$ cat config.mk
export PLATFORM = sky130hd
export DESIGN_NAME = vote_tally
export DESIGN_NICKNAME = d
export VERILOG_FILES = /design/src/rtl/vote_tally.sv
export SDC_FILE = /design/constraint.sdc
export NUM_CORES = 1
export LEC_CHECK = 0
export CORE_MARGIN = 2
export CORE_UTILIZATION = 35
export DETAILED_ROUTE_END_ITERATION = 10
export DONT_BUFFER_PORTS = 1
export SKIP_LAST_GASP = 1
export SLEW_MARGIN = 20
export SYNTH_ARGS = -nofsm -noshare
export SYNTH_HDL_FRONTEND = slang
export SYNTH_SLANG_ARGS = --single-unit
$ cat constraint.sdc
create_clock -name clk -period 19.8 [get_ports clk]
set_input_delay 3.96 -clock clk [delete_from_list [all_inputs] [get_ports clk]]
set_output_delay 3.96 -clock clk [all_outputs]
set_load 0.01 [all_outputs]
$ cat src/rtl/vote_tally.sv
// ============================================================================
// Module   : vote_tally
// Purpose  : Weighted-vote tallier. Scans ballots chunk by chunk and keeps a
//            saturating signed yes-minus-no margin per session.
//            Optional feature macro: VOTE_VETO_EN (VVIP acts as a veto).
// Revision : 1.0 - initial release
// ============================================================================
`default_nettype none

module vote_tally #(
    parameter int NP_N   = 32,
    parameter int CHUNK  = 8,
    parameter int VIP_N  = 8,
    parameter int NP_W   = 1,
    parameter int VIP_W  = 4,
    parameter int VVIP_W = 16,
    parameter int RES_W  = 16
) (
    input  logic                    clk,
    input  logic                    rst_n,
    input  logic                    start,
    input  logic                    in_valid,
    output logic                    in_ready,
    input  logic [NP_N-1:0]         np,
    input  logic [VIP_N-1:0]        vip,
    input  logic                    vvip,
    input  logic                    close,
    output logic                    busy,
    output logic signed [RES_W-1:0] res,
    output logic                    res_valid,
    output logic [1:0]              winner,
    output logic                    overflow
);

    localparam int c_nchunk = NP_N / CHUNK;
    localparam int c_cw     = (c_nchunk > 1) ? $clog2(c_nchunk) : 1;
    localparam int c_iw     = RES_W + 2;
    localparam logic signed [c_iw-1:0] c_max = {3'b000, {(RES_W-1){1'b1}}};
    localparam logic signed [c_iw-1:0] c_min = {3'b111, {(RES_W-1){1'b0}}};

    typedef enum logic [1:0] {
        S_IDLE = 2'd0,
        S_OPEN = 2'd1,
        S_SCAN = 2'd2,
        S_DONE = 2'd3
    } state_t;

    state_t r_state;
    state_t w_state_nxt;

    logic [NP_N-1:0]         r_np;
    logic [VIP_N-1:0]        r_vip;
    logic                    r_vvip;
    logic [c_cw-1:0]         r_cnt;
    logic signed [c_iw-1:0]  r_part;
    logic signed [RES_W-1:0] r_acc;
    logic                    r_ovf;
    logic                    r_close_pend;
    logic signed [RES_W-1:0] r_res;
    logic [1:0]              r_win;

    logic                    w_last;
    logic                    w_veto;
    logic                    w_veto_nxt;
    logic signed [c_iw-1:0]  w_chunk_term;
    logic signed [c_iw-1:0]  w_vip_term;
    logic signed [c_iw-1:0]  w_vvip_term;
    logic signed [c_iw-1:0]  w_sum;
    logic signed [c_iw-1:0]  w_acc_ext;
    logic signed [c_iw-1:0]  w_fold;
    logic signed [RES_W-1:0] w_sat;
    logic                    w_clamp;

    function automatic int f_ones_chunk(input logic [CHUNK-1:0] v);
        int n;
        n = 0;
        for (int i = 0; i < CHUNK; i++) n += int'(v[i]);
        return n;
    endfunction

    function automatic int f_ones_vip(input logic [VIP_N-1:0] v);
        int n;
        n = 0;
        for (int i = 0; i < VIP_N; i++) n += int'(v[i]);
        return n;
    endfunction

    function automatic logic [1:0] f_winner(input logic signed [RES_W-1:0] v,
                                            input logic veto);
        logic [1:0] w;
        if (veto)        w = 2'b10;
        else if (v > 0)  w = 2'b01;
        else if (v < 0)  w = 2'b10;
        else             w = 2'b11;
        return w;
    endfunction

    assign w_last       = (r_cnt == c_cw'(c_nchunk - 1));
    // r_np shifts right each SCAN cycle, so the low chunk is always the current one
    assign w_chunk_term = c_iw'(NP_W * (2 * f_ones_chunk(r_np[CHUNK-1:0]) - CHUNK));
    assign w_vip_term   = c_iw'(VIP_W * (2 * f_ones_vip(r_vip) - VIP_N));

`ifdef VOTE_VETO_EN
    logic r_veto;
    assign w_veto      = r_veto;
    assign w_veto_nxt  = r_veto | ~r_vvip;
    assign w_vvip_term = '0;
`else
    assign w_veto      = 1'b0;
    assign w_veto_nxt  = 1'b0;
    assign w_vvip_term = r_vvip ? c_iw'(VVIP_W) : c_iw'(-VVIP_W);
`endif

    assign w_sum     = r_part + w_chunk_term + w_vip_term + w_vvip_term;
    assign w_acc_ext = {{2{r_acc[RES_W-1]}}, r_acc};
    assign w_fold    = w_acc_ext + w_sum;

    always_comb begin
        w_sat   = w_fold[RES_W-1:0];
        w_clamp = 1'b0;
        if (w_fold > c_max) begin
            w_sat   = c_max[RES_W-1:0];
            w_clamp = 1'b1;
        end else if (w_fold < c_min) begin
            w_sat   = c_min[RES_W-1:0];
            w_clamp = 1'b1;
        end
    end

    always_ff @(posedge clk or negedge rst_n) begin
        if (!rst_n) r_state <= S_IDLE;
        else        r_state <= w_state_nxt;
    end

    always_comb begin
        w_state_nxt = r_state;
        if (start) begin
            w_state_nxt = S_OPEN;
        end else begin
            case (r_state)
                S_IDLE: w_state_nxt = S_IDLE;
                S_OPEN: begin
                    if (in_valid)   w_state_nxt = S_SCAN;
                    else if (close) w_state_nxt = S_DONE;
                end
                S_SCAN: begin
                    if (w_last) w_state_nxt = r_close_pend ? S_DONE : S_OPEN;
                end
                S_DONE: w_state_nxt = S_IDLE;
                default: w_state_nxt = S_IDLE;
            endcase
        end
    end

    always_ff @(posedge clk or negedge rst_n) begin
        if (!rst_n) begin
            r_np         <= '0;
            r_vip        <= '0;
            r_vvip       <= 1'b0;
            r_cnt        <= '0;
            r_part       <= '0;
            r_acc        <= '0;
            r_ovf        <= 1'b0;
            r_close_pend <= 1'b0;
            r_res        <= '0;
            r_win        <= 2'b00;
`ifdef VOTE_VETO_EN
            r_veto       <= 1'b0;
`endif
        end else if (start) begin
            // res/winner deliberately survive an abort or a new session
            r_acc        <= '0;
            r_ovf        <= 1'b0;
            r_close_pend <= 1'b0;
`ifdef VOTE_VETO_EN
            r_veto       <= 1'b0;
`endif
        end else begin
            case (r_state)
                S_OPEN: begin
                    if (in_valid) begin
                        r_np         <= np;
                        r_vip        <= vip;
                        r_vvip       <= vvip;
                        r_cnt        <= '0;
                        r_part       <= '0;
                        r_close_pend <= close;
                    end else if (close) begin
                        r_res <= r_acc;
                        r_win <= f_winner(r_acc, w_veto);
                    end
                end
                S_SCAN: begin
                    r_np   <= r_np >> CHUNK;
                    r_cnt  <= r_cnt + 1'b1;
                    r_part <= r_part + w_chunk_term;
                    if (w_last) begin
                        r_acc        <= w_sat;
                        r_ovf        <= r_ovf | w_clamp;
                        r_close_pend <= 1'b0;
`ifdef VOTE_VETO_EN
                        r_veto       <= w_veto_nxt;
`endif
                        if (r_close_pend) begin
                            r_res <= w_sat;
                            r_win <= f_winner(w_sat, w_veto_nxt);
                        end
                    end
                end
                default: ;
            endcase
        end
    end

    assign in_ready  = (r_state == S_OPEN);
    assign busy      = (r_state == S_OPEN) || (r_state == S_SCAN);
    assign res_valid = (r_state == S_DONE);
    assign res       = r_res;
    assign winner    = r_win;
    assign overflow  = r_ovf;

endmodule

`default_nettype wire

# Word level (Yosys, flattened, before mapping)
# Index checks and enable logic that the tools add are counted.
dict set report word_totals {
  register_bits 99
}
dict set report classes {
  n_lt_le_gt_ge 6
  addsub 21
  n_bitwise 2
  eq_ne 12
  reduce_logical 13
  mux 41
}
# cell n
set op_table {}
lappend op_table {{$mux W16} 9}
lappend op_table {{$pmux W32 S2} 1}
lappend op_table {{$mux W18} 2}
lappend op_table {{$pmux W18 S2} 1}
lappend op_table {{$gt A16 B1 Y1 const B} 2}
lappend op_table {{$lt A16 B1 Y1 const B} 2}
lappend op_table {{$mux W32} 1}
lappend op_table {{$pmux W16 S2} 1}
lappend op_table {{$mux W2} 12}
lappend op_table {{$sub A9 B4 Y10 const B} 2}
lappend op_table {{$add A16 B18 Y18} 1}
lappend op_table {{$add A18 B10 Y18} 1}
lappend op_table {{$add A18 B12 Y18} 1}
lappend op_table {{$add A18 B18 Y18} 1}
lappend op_table {{$gt A18 B16 Y1 const B} 1}
lappend op_table {{$lt A18 B16 Y1 const B} 1}
lappend op_table {{$add A7 B1 Y8} 2}
lappend op_table {{$add A6 B1 Y7} 2}
lappend op_table {{$add A5 B1 Y6} 2}
lappend op_table {{$add A4 B1 Y5} 2}
lappend op_table {{$mux W1} 10}
lappend op_table {{$reduce_and A3 Y1} 3}
lappend op_table {{$add A3 B1 Y4} 2}
lappend op_table {{$ne A2 B2 Y1 const B} 4}
lappend op_table {{20 further kinds} 29}

# Logic depth before layout (Yosys ltp)
# Gate-level depths: netlist of run 1.
dict set report depth {
  depth_word 21
  ltp_mapped 30
}

# Worst setup path after synthesis of run 1
# Ideal clock, no wire load.
dict set report synth_path {
  kind {register -> register}
  from {register r_np[0]}
  to {register r_acc[2]}
  required_ns 19.701
  stages_incl_launch_ff 31
  setup_slack_ns 11.690
  setup_time_ns 0.099
  arrival_time_ns 8.010
  period_less_slack_ns 8.110
  path_cell_list {dfrtp_1 inv_1 fa_1 fa_1 fa_1 inv_1 ha_1 fa_1 xnor2_1 ha_1 inv_1 ha_1 a31oi_1 a2111oi_4 a211oi_1 a211oi_1 a41oi_1 and2_1 xnor2_1 fa_1 ha_1 clkbuf_1 a21oi_1 o211ai_1 a21o_1 o21a_1 o311ai_2 a21boi_1 buf_4 o31ai_1 a311oi_1}
}
dict set report synth_between {
  elab_chain_len 18
  word_cells_on_any_way 19
  classes_between {add/sub (12); order compare (2); mux (5)}
}
# element line_no
set synth_lines {}
lappend synth_lines {{start, declared} 51} ;# logic [NP_N-1:0] r_np;
lappend synth_lines {{start signal, assigned} 182} ;# r_np <= np;
lappend synth_lines {{start signal, assigned} 194} ;# r_np <= r_np >> CHUNK;
lappend synth_lines {{$add A1 B1 Y2 (*)} 77} ;# for (int i = 0; i < CHUNK; i++) n += int'(v[i]);
lappend synth_lines {{$add A2 B1 Y3 (*)} 77}
lappend synth_lines {{$add A3 B1 Y4 (*)} 77}
lappend synth_lines {{$add A4 B1 Y5 (*)} 77}
lappend synth_lines {{$add A5 B1 Y6 (*)} 77}
lappend synth_lines {{$add A6 B1 Y7 (*)} 77}
lappend synth_lines {{$add A7 B1 Y8 (*)} 77}
lappend synth_lines {{$sub A9 B4 Y10 (*)} 100} ;# assign w_chunk_term = c_iw'(NP_W * (2 * f_ones_chunk(r_np[CHUNK-1:0]) - CHUNK));
lappend synth_lines {{[... 2 more ...]} --}
lappend synth_lines {{$add A18 B18 Y18 (*)} 114} ;# assign w_sum = r_part + w_chunk_term + w_vip_term + w_vvip_term;
lappend synth_lines {{$add A16 B18 Y18 (*)} 116} ;# assign w_fold = w_acc_ext + w_sum;
lappend synth_lines {{$lt A18 B16 Y1} 124} ;# end else if (w_fold < c_min) begin
lappend synth_lines {{$mux W16} 124}
lappend synth_lines {{$mux W16 (*)} 121} ;# if (w_fold > c_max) begin
lappend synth_lines {{$mux W16 (*)} 197} ;# if (w_last) begin
lappend synth_lines {{$mux W16 (*)} 179} ;# case (r_state)
lappend synth_lines {{$mux W16 (*)} 170} ;# end else if (start) begin
lappend synth_lines {{end signal, assigned} 198} ;# r_acc <= w_sat;
lappend synth_lines {{end, declared} 56} ;# logic signed [RES_W-1:0] r_acc;
# Mark *: on every way between the ends. The rest lies on a longest branch, timed or not. The select of a mux whose other input is x is not followed.
# A chain may end at the register's enable or synchronous reset.

# Final worst setup path of run 1
dict set report layout_path {
  from {register r_np[0]}
  to {register r_ovf, in the netlist overflow}
}
dict set report layout_between {
  elab_chain_len 19
  word_cells_on_any_way 20
  classes_between {add/sub (12); order compare (2); mux (5); bitwise (1)}
}
# element line_no
set layout_lines {}
lappend layout_lines {{$add A1 B1 Y2 (*)} 77}
lappend layout_lines {{$add A2 B1 Y3 (*)} 77}
lappend layout_lines {{$add A3 B1 Y4 (*)} 77}
lappend layout_lines {{$add A4 B1 Y5 (*)} 77}
lappend layout_lines {{$add A5 B1 Y6 (*)} 77}
lappend layout_lines {{$add A6 B1 Y7 (*)} 77}
lappend layout_lines {{$add A7 B1 Y8 (*)} 77}
lappend layout_lines {{$sub A9 B4 Y10 (*)} 100}
lappend layout_lines {{[... 3 more ...]} --}
lappend layout_lines {{$add A16 B18 Y18 (*)} 116}
lappend layout_lines {{$lt A18 B16 Y1} 124}
lappend layout_lines {{$mux W1} 124}
lappend layout_lines {{$mux W1 (*)} 121}
lappend layout_lines {{$or A1 B1 Y1 (*)} 199} ;# r_ovf <= r_ovf | w_clamp;
lappend layout_lines {{$mux W1 (*)} 197}
lappend layout_lines {{$mux W1 (*)} 179}
lappend layout_lines {{$mux W1 (*)} 170}
lappend layout_lines {{end signal, assigned} 199}
lappend layout_lines {{end, declared} 57} ;# logic r_ovf;
# Marked as above.

==> results of run 1 <==
## flip-flops by register name (all words and copies together) (netlist names)
name,cells
r_cnt,2
r_vip,8
r_close_pend,1
r_acc,16
r_vvip,1
r_np,32
r_part,17
r_state,2
res,16
overflow,1
winner,2
## cell families (layout without fill, tap and decap cells)
family	after synthesis	count (layout)	synth area share, %
compound gates	232	232	21.7
simple gates	220	220	14.3
buf+inv	107	75	5.66
flops	98	98	33.1
fa+ha+maj	73	73	15.8
mux	39	39	5.46
xor+xnor	33	33	3.90
other cells	1	1	0.0506
## worst max-delay path, cell delays in order, from the launching register on
cell and delay (ps):
dfrtp_1 350, inv_1 60, fa_1 550, fa_1 420
fa_1 500, inv_1 40, ha_1 200, fa_1 450
and2_1 200, a21oi_2 720, clkinv_1 900, a211oi_1 620
a211oi_1 100, a211oi_1 540, a41oi_1 200, and2_1 200
xnor2_1 220, fa_1 440, ha_1 430, and3_1 220
nand3_1 80, nor3_1 300, o21a_1 290, o311ai_2 190
nor3b_4 660, o21ai_4 350, a311oi_1 340
## cells in the mapped netlist, drive strengths merged (12+ instances only)
| library cell | n |
|---|---|
| a21oi | 28 |
| a311oi | 17 |
| a31oi | 21 |
| clkbuf | 45 |
| dfrtp | 98 |
| fa | 35 |
| ha | 37 |
| inv | 52 |
| mux2i | 28 |
| nand2 | 81 |
| nand3 | 19 |
| nor2 | 49 |
| nor3 | 12 |
| o21ai | 73 |
| o31ai | 15 |
| xnor2 | 24 |
## layout make-up
class / count / area, um2
tap: 275 / 344
sequential: 98 / 2450
fill: 2133 / 13000
clock inverter: 7 / 81.3
inverter: 54 / 203
clock buffer: 9 / 225
multi-input combinational: 598 / 4570
timing repair buffer: 5 / 37.5
## path summary, 6_finish.rpt
check	cells past startpoint	to
worst max-delay path	26	overflow
worst min-delay path	2	r_np[15]
worst max register to register	26	overflow
worst min register to register	2	r_np[15]
max in group asynchronous	0	r_acc[15]
min in group asynchronous	0	r_np[22]
## through the flow
| step | setup slack [ps] | hold slack, ps | utilization, % |
|---|---|---|---|
| 3_3_place_gp | 10270 | 460 | 36.4 |
| 6_report | 10110 | 480 | 37.9 |
| 5_1_grt | 9410 | 509 | 37.9 |
| 4_1_cts | 9990 | 487 | 37.8 |
| 3_5_place_dp | 10030 | 470 | 36.4 |
| 2_1_floorplan | 11690 | 450 | - |
## per-layer routing
layer | global-route usage, % | vias to the layer above | wire [um]
met3 | 3.48 | 17 | 838
li1 | - | 2807 | -
met4 | 4.71 | 0 | 279
met1 | 23.9 | 2806 | 8680
met2 | 24.6 | 131 | 8150
met5 | 0 | - | 0
==> flow_metrics.env, run 1 <==
export IMPL_outcome="completed"
export IMPL_synth_edff_count=0
export IMPL_cts_hold_buf=0
export IMPL_area_delta_synth_final_pct=6.91
export IMPL_cts_root_buf="clkbuf_16"
export IMPL_numCtsBuffers=9
export IMPL_hpwl_mm=12.8
export IMPL_synthArstFlopShare_pct=100
export IMPL_clock_skew_final_ps=8.81
export IMPL_synth_nets=921
export IMPL_final_cell_mix="dfrtp_1 (98), nand2_1 (80), o21ai_0 (72)"
export IMPL_final_cell_area_um2=7920
export IMPL_placement_cell_area_um2=7590
export IMPL_routedWlPerCell_um=17.2
export IMPL_wirelength_mm=17.9
export IMPL_worstReg2RegStart="r_np[0]"
export IMPL_maxCapViolCount=0
export IMPL_period_minus_slack_ps=9690
export IMPL_ys_ff_latch=98
export IMPL_postSynthAreaPerCell_um2=9.22
export IMPL_viasPerCell=5.51
export IMPL_start_util_pct=35.5
export IMPL_ys_types=79
export IMPL_drive_gt1_share_pct=6.10
export IMPL_fmax_mhz=103
export IMPL_timing_final_crit_share_pct=48.9
export IMPL_ys_warnings_count=0
export IMPL_crit_type="reg -> reg"
export IMPL_vias=5761
export IMPL_crit_path_end_kind="flop"
export IMPL_synthesis_area_um2=7410
export IMPL_insertedDiodeCount=0
export IMPL_grt_pass1_vias=5488
export IMPL_grt_pass1_wl_mm=29.1
export IMPL_die_h_um=149
export IMPL_fp_coreArea_um2=20900
export IMPL_first_iter_violations=493
export IMPL_layout_commonest_cell="dfrtp_1"
export IMPL_drc=0
export IMPL_drt_pass1_iterations=5
export IMPL_finalSetupTns_ps=0
export IMPL_io_pins=68
export IMPL_crit_arrival_ps=9950
export IMPL_drtAntennaViolNets=0
export IMPL_hp_class="reg -> reg"
export IMPL_overflow=0
export IMPL_portBuffers=0
export IMPL_post_cts_buffers=0
export IMPL_dieArea_um2=22300
export IMPL_clock_path_buffers=2
export IMPL_synth_seq_area_share_pct=33.1
export IMPL_setup_violations_final=0
export IMPL_place_congestion=0.864
export IMPL_yosysTopAreaCellShare_pct=33.1
export IMPL_clock_sink_count=98
export IMPL_dp_cells=1030
export IMPL_r2r_setup_slack_ps=10110
export IMPL_hold_viol_final=0
export IMPL_cts_resized=0
export IMPL_grt_max_degree=99
export IMPL_cp_required_ps=20070
export IMPL_synth_area_top_cells="dfrtp_1 (33%), fa_1 (9.5%), ha_1 (6.3%)"
export IMPL_antenna_found_initial=0
export IMPL_layout_nets=884
export IMPL_std_cell_rows=53
export IMPL_synth_ff_type="dfrtp_1"
export IMPL_critPathLaunch="r_np[0]"
export IMPL_cp_max_fo=27
export IMPL_worst_slew_pin_slew_ps=961
export IMPL_setup_worst_path_start_class="flop"
export IMPL_htreeDepth=3
export IMPL_final_cell_count_no_fill=1046
export IMPL_path_clk_slew_ps=70
export IMPL_drv_slew=0
export IMPL_track_usage_pct=16.4
export IMPL_hp_start="r_np[15]"
export IMPL_cts_tree="yes"
export IMPL_rsz0062_at_grt="false"
export IMPL_relSlewSlack_pct=35.9
export IMPL_chipWidth_um=149
export IMPL_insertion_delay_ps=360
export IMPL_syn_inst=803
export IMPL_synth_largest_area_cell="dfrtp_1"
Power of run 1 is not shown: default switching activity piles up to over one toggle a cycle in this logic, so the estimate is an artifact.
==> run 2, diff against run 1 <==
==> constraint.sdc (replaced) <==
create_clock -name clk -period 8.2 [get_ports clk]
set_input_delay 1.64 -clock clk [delete_from_list [all_inputs] [get_ports clk]]
set_output_delay 1.64 -clock clk [all_outputs]
set_load 0.01 [all_outputs]
==> run 2 against run 1 <==
Against the previous run: fmax rose by 25%; critical path depth rose by 6; first-iteration DRC count fell by 31%; die area did not move; register-to-register slack got worse by 9700 ps; cell area rose by 4.9%; cell count rose by 3.0%; non-clock buffer count rose by 30; via count rose by 2.2%; critical path type unchanged; highest routed layer unchanged; count of clock-buffer cells in the layout rose by 1.
==> flow_metrics.env, run 2 (synthesis gave the netlist of run 1 again) <==
export IMPL_outcome="completed"
export IMPL_overflow=0
export IMPL_finalSetupTns_ps=0
export IMPL_drv_slew=0
export IMPL_routedWlPerCell_um=17.2
export IMPL_worstReg2RegStart="r_np[0]"
export IMPL_rr_worst_depth=32
export IMPL_layout_nets=915
export IMPL_path_clk_slew_ps=70
export IMPL_wirelength_mm=18.5
export IMPL_start_util_pct=35.5
export IMPL_drtAntennaViolNets=0
export IMPL_cp_max_fo=6
export IMPL_drc=0
export IMPL_cp_common_cell="fa_1"
export IMPL_drt_pass1_iterations=5
export IMPL_fp_coreArea_um2=20900
export IMPL_largest_reg_flops=32
export IMPL_relSlewSlack_pct=39.9
export IMPL_clock_skew_final_ps=9.22
export IMPL_cts_tree="yes"
export IMPL_layout_commonest_cell="dfrtp_1"
export IMPL_crit_arrival_ps=8000
export IMPL_setup_violations_final=0
export IMPL_fmax_mhz=129
export IMPL_insertedDiodeCount=0
export IMPL_crit_buf_inv=7
export IMPL_timing_final_crit_share_pct=94.6
export IMPL_top_regs="r_np (32), r_part (17)"
export IMPL_cts_hold_buf=0
export IMPL_place_congestion=0.914
export IMPL_portBuffers=0
export IMPL_final_cell_mix="dfrtp_1 (98), nand2_1 (80), o21ai_0 (72)"
export IMPL_largest_register="r_np"
export IMPL_track_usage_pct=16.8
export IMPL_std_cell_rows=53
export IMPL_worst_slew_pin_slew_ps=900
export IMPL_numCtsBuffers=9
export IMPL_insertion_delay_ps=350
export IMPL_hp_start="r_np[22]"
export IMPL_slowest_stage="fa_1"
export IMPL_area_delta_synth_final_pct=12.1
export IMPL_maxCapViolCount=0
export IMPL_r2r_setup_slack_ps=440
export IMPL_slowest_delay_ps=550
export IMPL_cts_root_buf="clkbuf_16"
export IMPL_grt_pass1_wl_mm=30.0
export IMPL_hold_viol_final=0
export IMPL_crit_path_end_kind="flop"
export IMPL_viasPerCell=5.46
export IMPL_clock_sink_count=98
export IMPL_reg2reg_to="r_acc[1]"
export IMPL_setup_worst_path_start_class="flop"
export IMPL_first_iter_violations=342
export IMPL_htreeDepth=3
export IMPL_clock_path_buffers=2
export IMPL_io_pins=68
export IMPL_rsz0062_at_grt="true"
export IMPL_hold_end="r_np[22]"
export IMPL_critical_path_top_delay_family="adder cells"
export IMPL_cp_required_ps=8450
export IMPL_drive_gt1_share_pct=11.7
export IMPL_hold_path_depth=2
export IMPL_grt_max_degree=99
export IMPL_vias=5885
export IMPL_antenna_found_initial=0
export IMPL_hp_class="reg -> reg"
export IMPL_period_minus_slack_ps=7760
export IMPL_die_h_um=149
export IMPL_chipWidth_um=149
export IMPL_hpwl_mm=13.0
export IMPL_dieArea_um2=22300
export IMPL_crit_type="reg -> reg"
export IMPL_grt_pass1_vias=5592
-- run 2: changes by cell type in the layout (fill, tap and decap cells not counted), moves of 2 or more --
cell / previous run / this run
ha_2: 1 / 3
fa_1: 35 / 33
clkbuf_16: 9 / 11
ha_1: 36 / 33
a211oi_2: 0 / 2
xnor2_2: 0 / 2
xnor2_1: 24 / 22
inv_6: 4 / 0
a211oi_1: 8 / 6
buf_4: 5 / 31
fa_2: 0 / 2
-- run 2: worst reg2reg max path, delay by kind of cell (launching register included) --
family                   cells  cell delay, ps
AO/OA/AOI/OAI               12            2470
XOR/XNOR                     2             300
buffers and inverters        7             820
AND/OR/NAND/NOR              2             270
flip-flops                   1             350
adder cells (fa/ha/maj)      9            3460
-- run 2: final cells by class --
type                       count  area (um2)
fill                        2036       12600
multi-input combinational    599        4700
sequential                    98        2450
tap                          275         344
timing repair buffer          35         309
clock buffer                  10         229
inverter                      54         203
clock inverter                 6        67.6
-- run 2: how the worst max path moves through the flow --
stage	end	start	cells past startpoint	slack, ps
6_report	r_acc[1]	r_np[0]	32	440
4_1_cts	r_acc[1]	r_np[0]	32	4
5_1_grt	r_acc[1]	r_np[0]	32	-30
3_3_place_gp	r_acc[10]	r_np[0]	30	-8
2_1_floorplan	r_acc[2]	r_np[0]	30	90
3_5_place_dp	r_acc[13]	r_np[0]	30	-170
-- run 2: per-stage QoR --
step           utilization (%)  worst slack, ps  cell area [um2]  std cells  hold slack [ps]
6_report                  39.7              444             8300       1077              481
5_1_grt                   39.7            -30.0             8300       1077              504
4_1_cts                   38.6             4.46             8070       1068              486
3_5_place_dp              37.1             -168             7760       1052              470
3_3_place_gp              37.1            -8.22             7760       1052              461
2_1_floorplan                -             90.5             7410        803              450
-- run 2: repair_timing --
action / in CTS / in global routing
buffers inserted: 0 / 6
gates cloned: 0 / 3
setup endpoints to repair: 28 / 35
resized for setup: 3 / 26
pin swaps: 0 / 8
-- run 2: per-layer routing --
metal	routed length (um)	track usage, %	vias to the layer above
met5	0	0	-
met4	233	4.00	0
met3	1040	3.60	15
met2	8690	26.2	119
met1	8530	23.9	2881
li1	-	-	2870
Power of run 2 is left out for the same reason.
